===== src/rtl/sound_reg_file_if.sv =====
// rtl/sound_reg_file_if.sv - CPU I/O bus bundle for the sound register responder
interface sound_reg_file_if #(
    parameter int ADDR_W = 8
);
    logic [ADDR_W-1:0] bus_addr;
    logic              bus_wr;
    logic              bus_rd;
    logic [1:0]        bus_be;
    logic [15:0]       bus_wdata;
    logic [15:0]       bus_rdata;
    logic              bus_rvalid;

    modport master (
        output bus_addr, bus_wr, bus_rd, bus_be, bus_wdata,
        input  bus_rdata, bus_rvalid
    );

    modport slave (
        input  bus_addr, bus_wr, bus_rd, bus_be, bus_wdata,
        output bus_rdata, bus_rvalid
    );
endinterface


===== src/rtl/sound_reg_file.sv =====
// rtl/sound_reg_file.sv - NR10-NR52 and wave RAM register responder with trigger pulses
// Optional macro SOUND_WAVE_BANK_EN: two wave RAM banks, NR30[6] picks the playing one.
module sound_reg_file #(
    parameter int ADDR_W          = 8,
    parameter bit MASTER_EN_RESET = 1'b0
) (
    input  logic               system_clock,
    input  logic               reset,
    sound_reg_file_if.slave    bus,
    input  logic [3:0]         chan_active,
    output logic [7:0]         NR10, NR11, NR12, NR13, NR14,
    output logic [7:0]         NR21, NR22, NR23, NR24,
    output logic [7:0]         NR30, NR31, NR32, NR33, NR34,
    output logic [7:0]         NR41, NR42, NR43, NR44,
    output logic [7:0]         NR50, NR51, NR52,
    output logic [15:0]        addr_0x90, addr_0x92, addr_0x94, addr_0x96,
    output logic [15:0]        addr_0x98, addr_0x9A, addr_0x9C, addr_0x9E,
    output logic [3:0]         trig
);
    localparam int NREG = 34;
`ifdef SOUND_WAVE_BANK_EN
    localparam int         WIDX_W  = 4;
    localparam logic [7:0] ST_NR30 = 8'hFF;
    localparam logic [7:0] RD_NR30 = 8'hE0;
`else
    localparam int         WIDX_W  = 3;
    localparam logic [7:0] ST_NR30 = 8'hBF;
    localparam logic [7:0] RD_NR30 = 8'hA0;
`endif
    localparam int NWAVE = 1 << WIDX_W;

    logic [7:0]        r_regs [0:NREG-1];
    logic [15:0]       r_wave [0:NWAVE-1];
    logic              r_master;
    logic [3:0]        r_trig;
    logic [15:0]       r_rdata;
    logic              r_rvalid;

    logic [6:0]        w_hw;
    logic [4:0]        w_slot;
    logic [5:0]        w_lo, w_hi;
    logic              w_in_regs, w_is_nr52, w_is_wave;
    logic              w_reg_wr, w_master_nxt;
    logic [3:0]        w_trig_nxt;
    logic [15:0]       w_rd_data;
    logic [WIDX_W-1:0] w_widx, w_pbase;
    logic              w_unused;

    // Byte offsets below are relative to 0x60; bit 0 of the bus address is ignored.
    function automatic logic [7:0] st_mask(input logic [5:0] b);
        case (b)
            6'h00, 6'h02, 6'h03, 6'h04, 6'h08, 6'h09, 6'h0C, 6'h12,
            6'h13, 6'h14, 6'h18, 6'h19, 6'h1C, 6'h20, 6'h21: st_mask = 8'hFF;
            6'h05, 6'h0D, 6'h15, 6'h1D:                       st_mask = 8'h7F;
            6'h10:                                            st_mask = ST_NR30;
            default:                                          st_mask = 8'h00;
        endcase
    endfunction

    function automatic logic [7:0] rd_mask(input logic [5:0] b);
        case (b)
            6'h00, 6'h03, 6'h09, 6'h18, 6'h19, 6'h1C, 6'h20, 6'h21: rd_mask = 8'hFF;
            6'h02, 6'h08:                                         rd_mask = 8'hC0;
            6'h05, 6'h0D, 6'h15, 6'h1D:                           rd_mask = 8'h40;
            6'h13:                                                rd_mask = 8'hE0;
            6'h10:                                                rd_mask = RD_NR30;
            default:                                              rd_mask = 8'h00;
        endcase
    endfunction

    assign w_hw      = bus.bus_addr[7:1];
    assign w_unused  = ^{bus.bus_addr[0]};
    assign w_slot    = 5'(w_hw - 7'h30);
    assign w_lo      = {w_slot, 1'b0};
    assign w_hi      = {w_slot, 1'b1};
    assign w_in_regs = (w_hw >= 7'h30) && (w_hw <= 7'h40);
    assign w_is_nr52 = (w_hw == 7'h42);
    assign w_is_wave = (w_hw[6:3] == 4'h9);
    assign w_reg_wr  = bus.bus_wr && w_in_regs && r_master;
    assign w_master_nxt = (bus.bus_wr && w_is_nr52 && bus.bus_be[0]) ? bus.bus_wdata[7] : r_master;

    // The bus always sees the idle bank; the channel side sees the playing bank.
`ifdef SOUND_WAVE_BANK_EN
    assign w_widx  = {~r_regs[16][6], w_hw[2:0]};
    assign w_pbase = {r_regs[16][6], 3'b000};
`else
    assign w_widx  = w_hw[2:0];
    assign w_pbase = 3'b000;
`endif

    always_comb begin
        w_trig_nxt = 4'b0000;
        if (w_reg_wr && bus.bus_be[1] && bus.bus_wdata[15]) begin
            case (w_slot)
                5'd2:    w_trig_nxt[0] = 1'b1;
                5'd6:    w_trig_nxt[1] = 1'b1;
                5'd10:   w_trig_nxt[2] = 1'b1;
                5'd14:   w_trig_nxt[3] = 1'b1;
                default: w_trig_nxt = 4'b0000;
            endcase
        end
    end

    always_comb begin
        w_rd_data = 16'h0000;
        if (w_in_regs)
            w_rd_data = {r_regs[w_hi] & rd_mask(w_hi), r_regs[w_lo] & rd_mask(w_lo)};
        else if (w_is_nr52)
            w_rd_data = {8'h00, r_master, 3'b000, chan_active};
        else if (w_is_wave)
            w_rd_data = r_wave[w_widx];
    end

    always_ff @(posedge system_clock or posedge reset) begin
        if (reset) begin
            for (int b = 0; b < NREG; b++)  r_regs[b] <= 8'h00;
            for (int i = 0; i < NWAVE; i++) r_wave[i] <= 16'h0000;
            r_master <= MASTER_EN_RESET;
            r_trig   <= 4'b0000;
            r_rdata  <= 16'h0000;
            r_rvalid <= 1'b0;
        end else begin
            r_master <= w_master_nxt;
            r_trig   <= w_trig_nxt;
            r_rvalid <= bus.bus_rd;
            r_rdata  <= bus.bus_rd ? w_rd_data : 16'h0000;
            for (int b = 0; b < NREG; b++) begin
                if (!w_master_nxt)
                    r_regs[b] <= 8'h00;
                else if (w_reg_wr && (w_slot == 5'(b / 2)) && bus.bus_be[b[0]])
                    r_regs[b] <= (b[0] ? bus.bus_wdata[15:8] : bus.bus_wdata[7:0]) & st_mask(6'(b));
            end
            if (bus.bus_wr && w_is_wave) begin
                if (bus.bus_be[0]) r_wave[w_widx][7:0]  <= bus.bus_wdata[7:0];
                if (bus.bus_be[1]) r_wave[w_widx][15:8] <= bus.bus_wdata[15:8];
            end
        end
    end

    assign NR10 = r_regs[0];  assign NR11 = r_regs[2];  assign NR12 = r_regs[3];
    assign NR13 = r_regs[4];  assign NR14 = r_regs[5];
    assign NR21 = r_regs[8];  assign NR22 = r_regs[9];  assign NR23 = r_regs[12];
    assign NR24 = r_regs[13];
    assign NR30 = r_regs[16]; assign NR31 = r_regs[18]; assign NR32 = r_regs[19];
    assign NR33 = r_regs[20]; assign NR34 = r_regs[21];
    assign NR41 = r_regs[24]; assign NR42 = r_regs[25]; assign NR43 = r_regs[28];
    assign NR44 = r_regs[29];
    assign NR50 = r_regs[32]; assign NR51 = r_regs[33];
    assign NR52 = {r_master, 3'b000, chan_active};

    assign addr_0x90 = r_wave[w_pbase + WIDX_W'(0)];
    assign addr_0x92 = r_wave[w_pbase + WIDX_W'(1)];
    assign addr_0x94 = r_wave[w_pbase + WIDX_W'(2)];
    assign addr_0x96 = r_wave[w_pbase + WIDX_W'(3)];
    assign addr_0x98 = r_wave[w_pbase + WIDX_W'(4)];
    assign addr_0x9A = r_wave[w_pbase + WIDX_W'(5)];
    assign addr_0x9C = r_wave[w_pbase + WIDX_W'(6)];
    assign addr_0x9E = r_wave[w_pbase + WIDX_W'(7)];

    assign trig           = r_trig;
    assign bus.bus_rdata  = r_rdata;
    assign bus.bus_rvalid = r_rvalid;
endmodule


===== src/flat_wrapper.sv =====
// flat-port wrapper written by rule: the top's interface ports become plain ports
module sound_reg_file_flat 
#(
    parameter int ADDR_W          = 8,
    parameter bit MASTER_EN_RESET = 1'b0
)
  (system_clock, reset, chan_active, NR10, NR11, NR12, NR13, NR14, NR21, NR22, NR23, NR24, NR30, NR31, NR32, NR33, NR34, NR41, NR42, NR43, NR44, NR50, NR51, NR52, addr_0x90, addr_0x92, addr_0x94, addr_0x96, addr_0x98, addr_0x9A, addr_0x9C, addr_0x9E, trig, bus_bus_addr, bus_bus_wr, bus_bus_rd, bus_bus_be, bus_bus_wdata, bus_bus_rdata, bus_bus_rvalid);
  sound_reg_file_if #(.ADDR_W(ADDR_W)) bus_i ();
  input  logic system_clock;
  input  logic reset;
  input  logic [3:0] chan_active;
  output logic [7:0] NR10;
  output logic [7:0] NR11;
  output logic [7:0] NR12;
  output logic [7:0] NR13;
  output logic [7:0] NR14;
  output logic [7:0] NR21;
  output logic [7:0] NR22;
  output logic [7:0] NR23;
  output logic [7:0] NR24;
  output logic [7:0] NR30;
  output logic [7:0] NR31;
  output logic [7:0] NR32;
  output logic [7:0] NR33;
  output logic [7:0] NR34;
  output logic [7:0] NR41;
  output logic [7:0] NR42;
  output logic [7:0] NR43;
  output logic [7:0] NR44;
  output logic [7:0] NR50;
  output logic [7:0] NR51;
  output logic [7:0] NR52;
  output logic [15:0] addr_0x90;
  output logic [15:0] addr_0x92;
  output logic [15:0] addr_0x94;
  output logic [15:0] addr_0x96;
  output logic [15:0] addr_0x98;
  output logic [15:0] addr_0x9A;
  output logic [15:0] addr_0x9C;
  output logic [15:0] addr_0x9E;
  output logic [3:0] trig;
  input wire logic [$bits(bus_i.bus_addr)-1:0] bus_bus_addr;
  input wire logic [$bits(bus_i.bus_wr)-1:0] bus_bus_wr;
  input wire logic [$bits(bus_i.bus_rd)-1:0] bus_bus_rd;
  input wire logic [$bits(bus_i.bus_be)-1:0] bus_bus_be;
  input wire logic [$bits(bus_i.bus_wdata)-1:0] bus_bus_wdata;
  output wire logic [$bits(bus_i.bus_rdata)-1:0] bus_bus_rdata;
  output wire logic [$bits(bus_i.bus_rvalid)-1:0] bus_bus_rvalid;
  assign bus_i.bus_addr = bus_bus_addr;
  assign bus_i.bus_wr = bus_bus_wr;
  assign bus_i.bus_rd = bus_bus_rd;
  assign bus_i.bus_be = bus_bus_be;
  assign bus_i.bus_wdata = bus_bus_wdata;
  assign bus_bus_rdata = bus_i.bus_rdata;
  assign bus_bus_rvalid = bus_i.bus_rvalid;
  sound_reg_file #(.ADDR_W(ADDR_W), .MASTER_EN_RESET(MASTER_EN_RESET)) u_core (.system_clock(system_clock), .reset(reset), .bus(bus_i), .chan_active(chan_active), .NR10(NR10), .NR11(NR11), .NR12(NR12), .NR13(NR13), .NR14(NR14), .NR21(NR21), .NR22(NR22), .NR23(NR23), .NR24(NR24), .NR30(NR30), .NR31(NR31), .NR32(NR32), .NR33(NR33), .NR34(NR34), .NR41(NR41), .NR42(NR42), .NR43(NR43), .NR44(NR44), .NR50(NR50), .NR51(NR51), .NR52(NR52), .addr_0x90(addr_0x90), .addr_0x92(addr_0x92), .addr_0x94(addr_0x94), .addr_0x96(addr_0x96), .addr_0x98(addr_0x98), .addr_0x9A(addr_0x9A), .addr_0x9C(addr_0x9C), .addr_0x9E(addr_0x9E), .trig(trig));
endmodule

===== config.mk =====
export PLATFORM = sky130hd
export DESIGN_NAME = sound_reg_file_flat
export DESIGN_NICKNAME = d
export VERILOG_FILES = /design/src/rtl/sound_reg_file_if.sv /design/src/rtl/sound_reg_file.sv /design/src/flat_wrapper.sv
export SDC_FILE = /design/constraint.sdc
export NUM_CORES = 1
export LEC_CHECK = 0
export CORE_MARGIN = 5
export CORE_UTILIZATION = 35
export CTS_CLUSTER_DIAMETER = 120
export CTS_CLUSTER_SIZE = 12
export DETAILED_ROUTE_END_ITERATION = 8
export PLACE_DENSITY = 0.67
export SETUP_SLACK_MARGIN = 0.4
export SYNTH_ARGS = -nofsm -noshare
export SYNTH_HDL_FRONTEND = slang
export SYNTH_SLANG_ARGS = --single-unit
export TNS_END_PERCENT = 20

===== constraint.sdc =====
create_clock -name system_clock -period 10.6 [get_ports system_clock]
set_clock_uncertainty 0.15 [all_clocks]
set_input_delay 2.12 -clock system_clock [delete_from_list [all_inputs] [get_ports system_clock]]
set_output_delay 2.12 -clock system_clock [all_outputs]
set_load 0.01 [all_outputs]

# == Word-level counts from Yosys, hierarchy flattened ==
# Memories as Yosys holds them, arrays and structs flattened.
# Cells that the tools add are included.
# totals
ff_bits,422
latchBits,0
ram_bits,0
romBits,1024
inputBits,34
output_inout_bits,317
n_memories,2
# classes
add_sub_neg,1
mul,0
n_div,0
magnitude_cmp,6
eq_ne,52
n_shift,0
n_mux,166
n_bitwise,39
reduce_logical,61
# mem_list
memory,depth,width,read_ports,rd_ports_with_merged_regs,wr,line,rtl
(name not given),64,8,1,0,0,sound_reg_file.sv:61,case (b)
(name not given),64,8,1,0,0,sound_reg_file.sv:61,
# ops
operator,count
$mux W8,143
$mux W128,3
$and A8 B8 Y8,36
$bwmux W128,2
$mux W16,7
$bmux W8 S6,2
$demux W16 S3,2
$ne A2 B2 Y1 const B,34
$logic_and A1 B1 Y1,60
$bmux W16 S3,1
$eq A5 B4 Y1 const B,8
$eq A5 B3 Y1 const B,4
$ge A7 B7 Y1 const B,2
$not A6 Y7,2
$eq A5 B2 Y1 const B,2
$eq A7 B7 Y1 const B,1
$ge A7 B6 Y1 const B,1
$le A7 B7 Y1 const B,1
$eq A5 B1 Y1 const B,1
$eq A5 B5 Y1 const B,1
$logic_not A5 Y1,1
$mux W1,5
$sub A5 B5 Y5 const B,1
$eq A4 B4 Y1 const B,1
4 further kinds,4

# == Depth between registers and ports, before layout ==
# logic_depth
depth_word,11
depth_mapped,12

# == Least setup slack after synthesis ==
# OpenSTA, ideal clock, no wires.
# synth_path
path_type,input -> register
from,input bus_bus_addr[1]
to,"register u_core.r_regs, in the netlist u_core.NR10[0]"
setup_time_ns,0.121
t_arrival_ns,4.539
required_time_ns,10.329
setup_slack_ns,5.789
cell_stages,11
cell_sequence,buf_2 -> buf_2 -> inv_1 -> clkbuf_1 -> ha_1 -> nand2b_1 -> nor4_4 -> mux2i_2 -> clkbuf_1 -> buf_2 -> nor2_1
# synth_via
elab_chain_cells,7
elab_cells_between_ends,15
cone_classes,add/sub: 1; order compare: 2; eq/ne: 2; mux: 2; reduce/logical: 8
# synth_lines
element,line,rtl
"start, declared",flat_wrapper.sv:42,input wire logic [$bits(bus_i.bus_addr)-1:0] bus_bus_addr;
$ge A7 B6 Y1 / $le A7 B7 Y1 (equally long branches),sound_reg_file.sv:76,assign w_in_regs = (w_hw >= 7'h30) && (w_hw <= 7'h40);
$logic_and A1 B1 Y1,sound_reg_file.sv:76,
$logic_and A1 B1 Y1 (2 in series),sound_reg_file.sv:79,assign w_reg_wr = bus.bus_wr && w_in_regs && r_master;
$logic_and A1 B1 Y1 (2 in series),sound_reg_file.sv:130,else if (w_reg_wr && (w_slot == 5'(b / 2)) && bus.bus_be[b[0]])
$ne A2 B2 Y1 (no source line),n/a,
"end signal, assigned by index",sound_reg_file.sv:131,r_regs[b] <= (b[0] ? bus.bus_wdata[15:8] : bus.bus_wdata[7:0]) & st_mask(6'(b));
"end, declared",sound_reg_file.sv:32,logic [7:0] r_regs [0:NREG-1];
# Parallel ways exist; a longest one is shown, timed or not.
# A chain may end at the register's enable or synchronous reset.

# == Worst setup path after layout ==
# layout_path
from,input chan_active[2]
to,output NR52[2]
# layout_rtl
element,line,rtl
"start, declared",flat_wrapper.sv:11,input logic [3:0] chan_active;
"end, declared",flat_wrapper.sv:32,output logic [7:0] NR52;
# No word-level cell between the ends.

==> run_results.csv <==
group,metric,value,unit
run_status,status,"finished, final reports clean",
synth,ys.flop_type,"dfrtp_1",
clock_tree,ctsResizeCount,0,
pwr,vdd_drop_max,102,uV
min_path,hold_class,"reg -> reg",
setup_path,crit_slowest_cell,"clkdlybuf4s50_1",
clock_tree,cts.sinks,305,
timing,slew_headroom,14.0,%
synth,ys_seq_area_share,51.0,%
timing,layout_setup_ws,5.07,ns
route,viasPerCell,5.71,
clock_tree,post_cts_buffers,0,
timing,rsz0062_at_grt,"false",
floorplanning,die_area,47000,um^2
timing,setup_viol,0,
pwr,power.total,0.00240,W
floorplanning,fp.coreArea,42100,um^2
final_layout,register_area,7630,um^2
setup_path,crit_path_start_kind,"input port",
synth,ys_types,73,
setup_path,critical_path_buf_inv_count,2,
setup_path,path_max_fanout,2,
setup_path,cp.arrival,3.26,ns
clock_tree,cts_made_buffers,29,
final_layout,largest_register_ffs,128,
synth,postSynthCellCount,1277,
global_route,grt_pass1_vias,12468,
pwr,leakage,8.85,nW
final_layout,n_fill_cell,3854,
synth,synth-edff-count,0,
setup_path,path_common_cell,"clkdlybuf4s50_1",
placed_design,dp_slack,4.65,ns
clock_tree,clockRootBuffer,"clkbuf_16",
floorplanning,die_h,217,um
floorplanning,initial_core_util,35.5,%
global_route,grt_max_degree,158,
synth,async_flop_share,100,%
route,drtPass1Iterations,5,
route,via_count,12031,
final_layout,layout.nets,1606,
placed_design,portBuffers,341,
timing,period_needed,5.53,ns
placed_design,gp_congestion,0.883,
job,drv_cap,0,
timing,final.period_utilization,52.1,%
synth,syn-cell-area,15000,um^2
setup_path,worst-endpoint-required,8.33,ns
synth,yosys_register_bits,305,
route,finalWirelength,59200,um
setup_path,worst_setup_path_end_kind,"output pin",
pwr,powerDensity,123,nW/um^2
setup_path,crit_type,"in -> out",
setup_path,cp_slowest_stage_delay,0.57,ns
route,drc,0,
clock_tree,h-tree-depth,1,
route,wl_per_cell,28.1,um
synth,ys_warn_count,0,
timing,fin_setup_tns,0,ns
placed_design,dp_hpwl,41100,um
clock_tree,cts_tree,"built",
floorplanning,row_count,75,
final_layout,multi_input_area,6800,um^2
clock_tree,path_clk_slew,0.06,ns
timing,hold_viol_final,0,
global_route,grt.total_usage,24.3,%
setup_path,path_cells,"clkdlybuf4s50_1, clkdlybuf4s50_1",
floorplanning,ios,351,
final_layout,area_growth,30.1,%
floorplanning,die_x,217,um
global_route,antenna_found_initial,2,
timing,report.final.slew_viol_count,0,
global_route,grt_pass1_wl,86200,um
route,drtAntennaViolNets,0,
route,first_iter_violations,1151,
timing,clock.fmax,181,MHz
clock_tree,clockBufferDepth,3,
final_layout,fin_cells,2108,
setup_path,critical-path-top-delay-family,"buffers and inverters",
final_layout,largest_register,"u_core.r_wave",
clock_tree,hold_buffers,0,
global_route,grt_overflow_total,0,
timing,worstMarginPinSlew,1.28,ns
synth,synth_area_per_cell,11.7,um^2
final_layout,drive_above_1_share,16.9,%
placed_design,dp.cells,2077,
clock_tree,clk_latency,0.56,ns
==> where the power goes <==
group | leakage (nW) | internal, W | switching (W) | total (W)
clock network | 0.362 | 0.000480 | 0.000441 | 0.000921
logic | 4.25 | 0.000104 | 0.000167 | 0.000271
registers | 4.23 | 0.00119 | 0.0000218 | 0.00121
total | 8.85 | 0.00177 | 0.000630 | 0.00240
==> synth_stat cells (all sizes together) (23+ instances only) <==
| master | number | area, um^2 |
|---|---|---|
| buf | 67 | 377 |
| a21oi | 34 | 170 |
| a22oi | 28 | 210 |
| o21ai | 24 | 120 |
| nand3 | 45 | 300 |
| nand2 | 40 | 150 |
| a221oi | 23 | 201 |
| dfrtp | 305 | 7630 |
| mux2i | 168 | 1690 |
| clkbuf | 42 | 158 |
| mux2 | 153 | 1720 |
| nor2 | 167 | 644 |
==> layout by cell type, fill, tap and decap left out, drive strengths merged, types with 12 or more instances in the layout <==
cell	n
buf	25
mux4	12
nor3	17
clkbuf	29
clkdlybuf4s50	338
a221oi	23
dfrtp	305
nand2	40
a22oi	28
nor2b	15
nor2	167
mux2i	168
mux2	153
nand3	45
o21ai	24
a21oi	34
==> logic make-up (layout without fill, tap and decap cells) <==
group	after synthesis	after routing	share of synthesized area [%]
buffers and inverters	118	402	3.80
multiplexers	333	333	24.6
flip-flops	305	305	51.0
AND/OR/NAND/NOR	330	330	11.3
other	1	9	0.0251
adder cells (fa/ha/maj)	3	3	0.251
AO/OA/AOI/OAI	187	187	8.95
==> per-stage QoR <==
| stage | hold WS, ns | cell area (um^2) | utilization [%] |
|---|---|---|---|
| global placement | 0.360 | 18700 | 44.4 |
| detailed placement | 0.369 | 18700 | 44.4 |
| CTS | 0.384 | 19500 | 46.2 |
| floorplan | 0.401 | 15000 | - |
| finish | 0.377 | 19500 | 46.2 |
| global route | 0.402 | 19500 | 46.2 |
==> cell type report <==
type                    count  share of cell area, %
clock inverters             1                 0.0450
well taps                 539                   3.47
inverters                   9                  0.193
multi-input cells         861                   34.9
flip-flops and latches    305                   39.2
diodes                      1                 0.0129
repair buffers            363                   18.4
clock buffers              29                   3.73
==> metal layers <==
layer | part of all wire (%) | global-route usage (%) | vias to the layer above
met5 | 0.022 | 0 | -
met4 | 3.4 | 7.02 | 2
met3 | 8.8 | 7.28 | 105
met2 | 47 | 39.6 | 548
met1 | 41 | 31.6 | 6178
li1 | - | - | 5198
==> path summary, 6_finish.rpt <==
| path | slack [ns] | cells past startpoint | to | startpoint |
|---|---|---|---|---|
| hold / removal | 0.38 | 2 | u_core.NR31[6] | u_core.NR31[6] |
| hold reg to reg | 0.38 | 2 | u_core.NR31[6] | u_core.NR31[6] |
| max in group asynchronous | 6.60 | 4 | u_core.r_wave[64] | reset |
| setup / recovery | 5.07 | 2 | NR52[2] | chan_active[2] |
| min in group asynchronous | 1.99 | 3 | u_core.trig[3] | reset |
| setup reg to reg | 8.02 | 5 | u_core.NR24[3] | u_core.r_master |
Power figures use the tool's default switching activity.
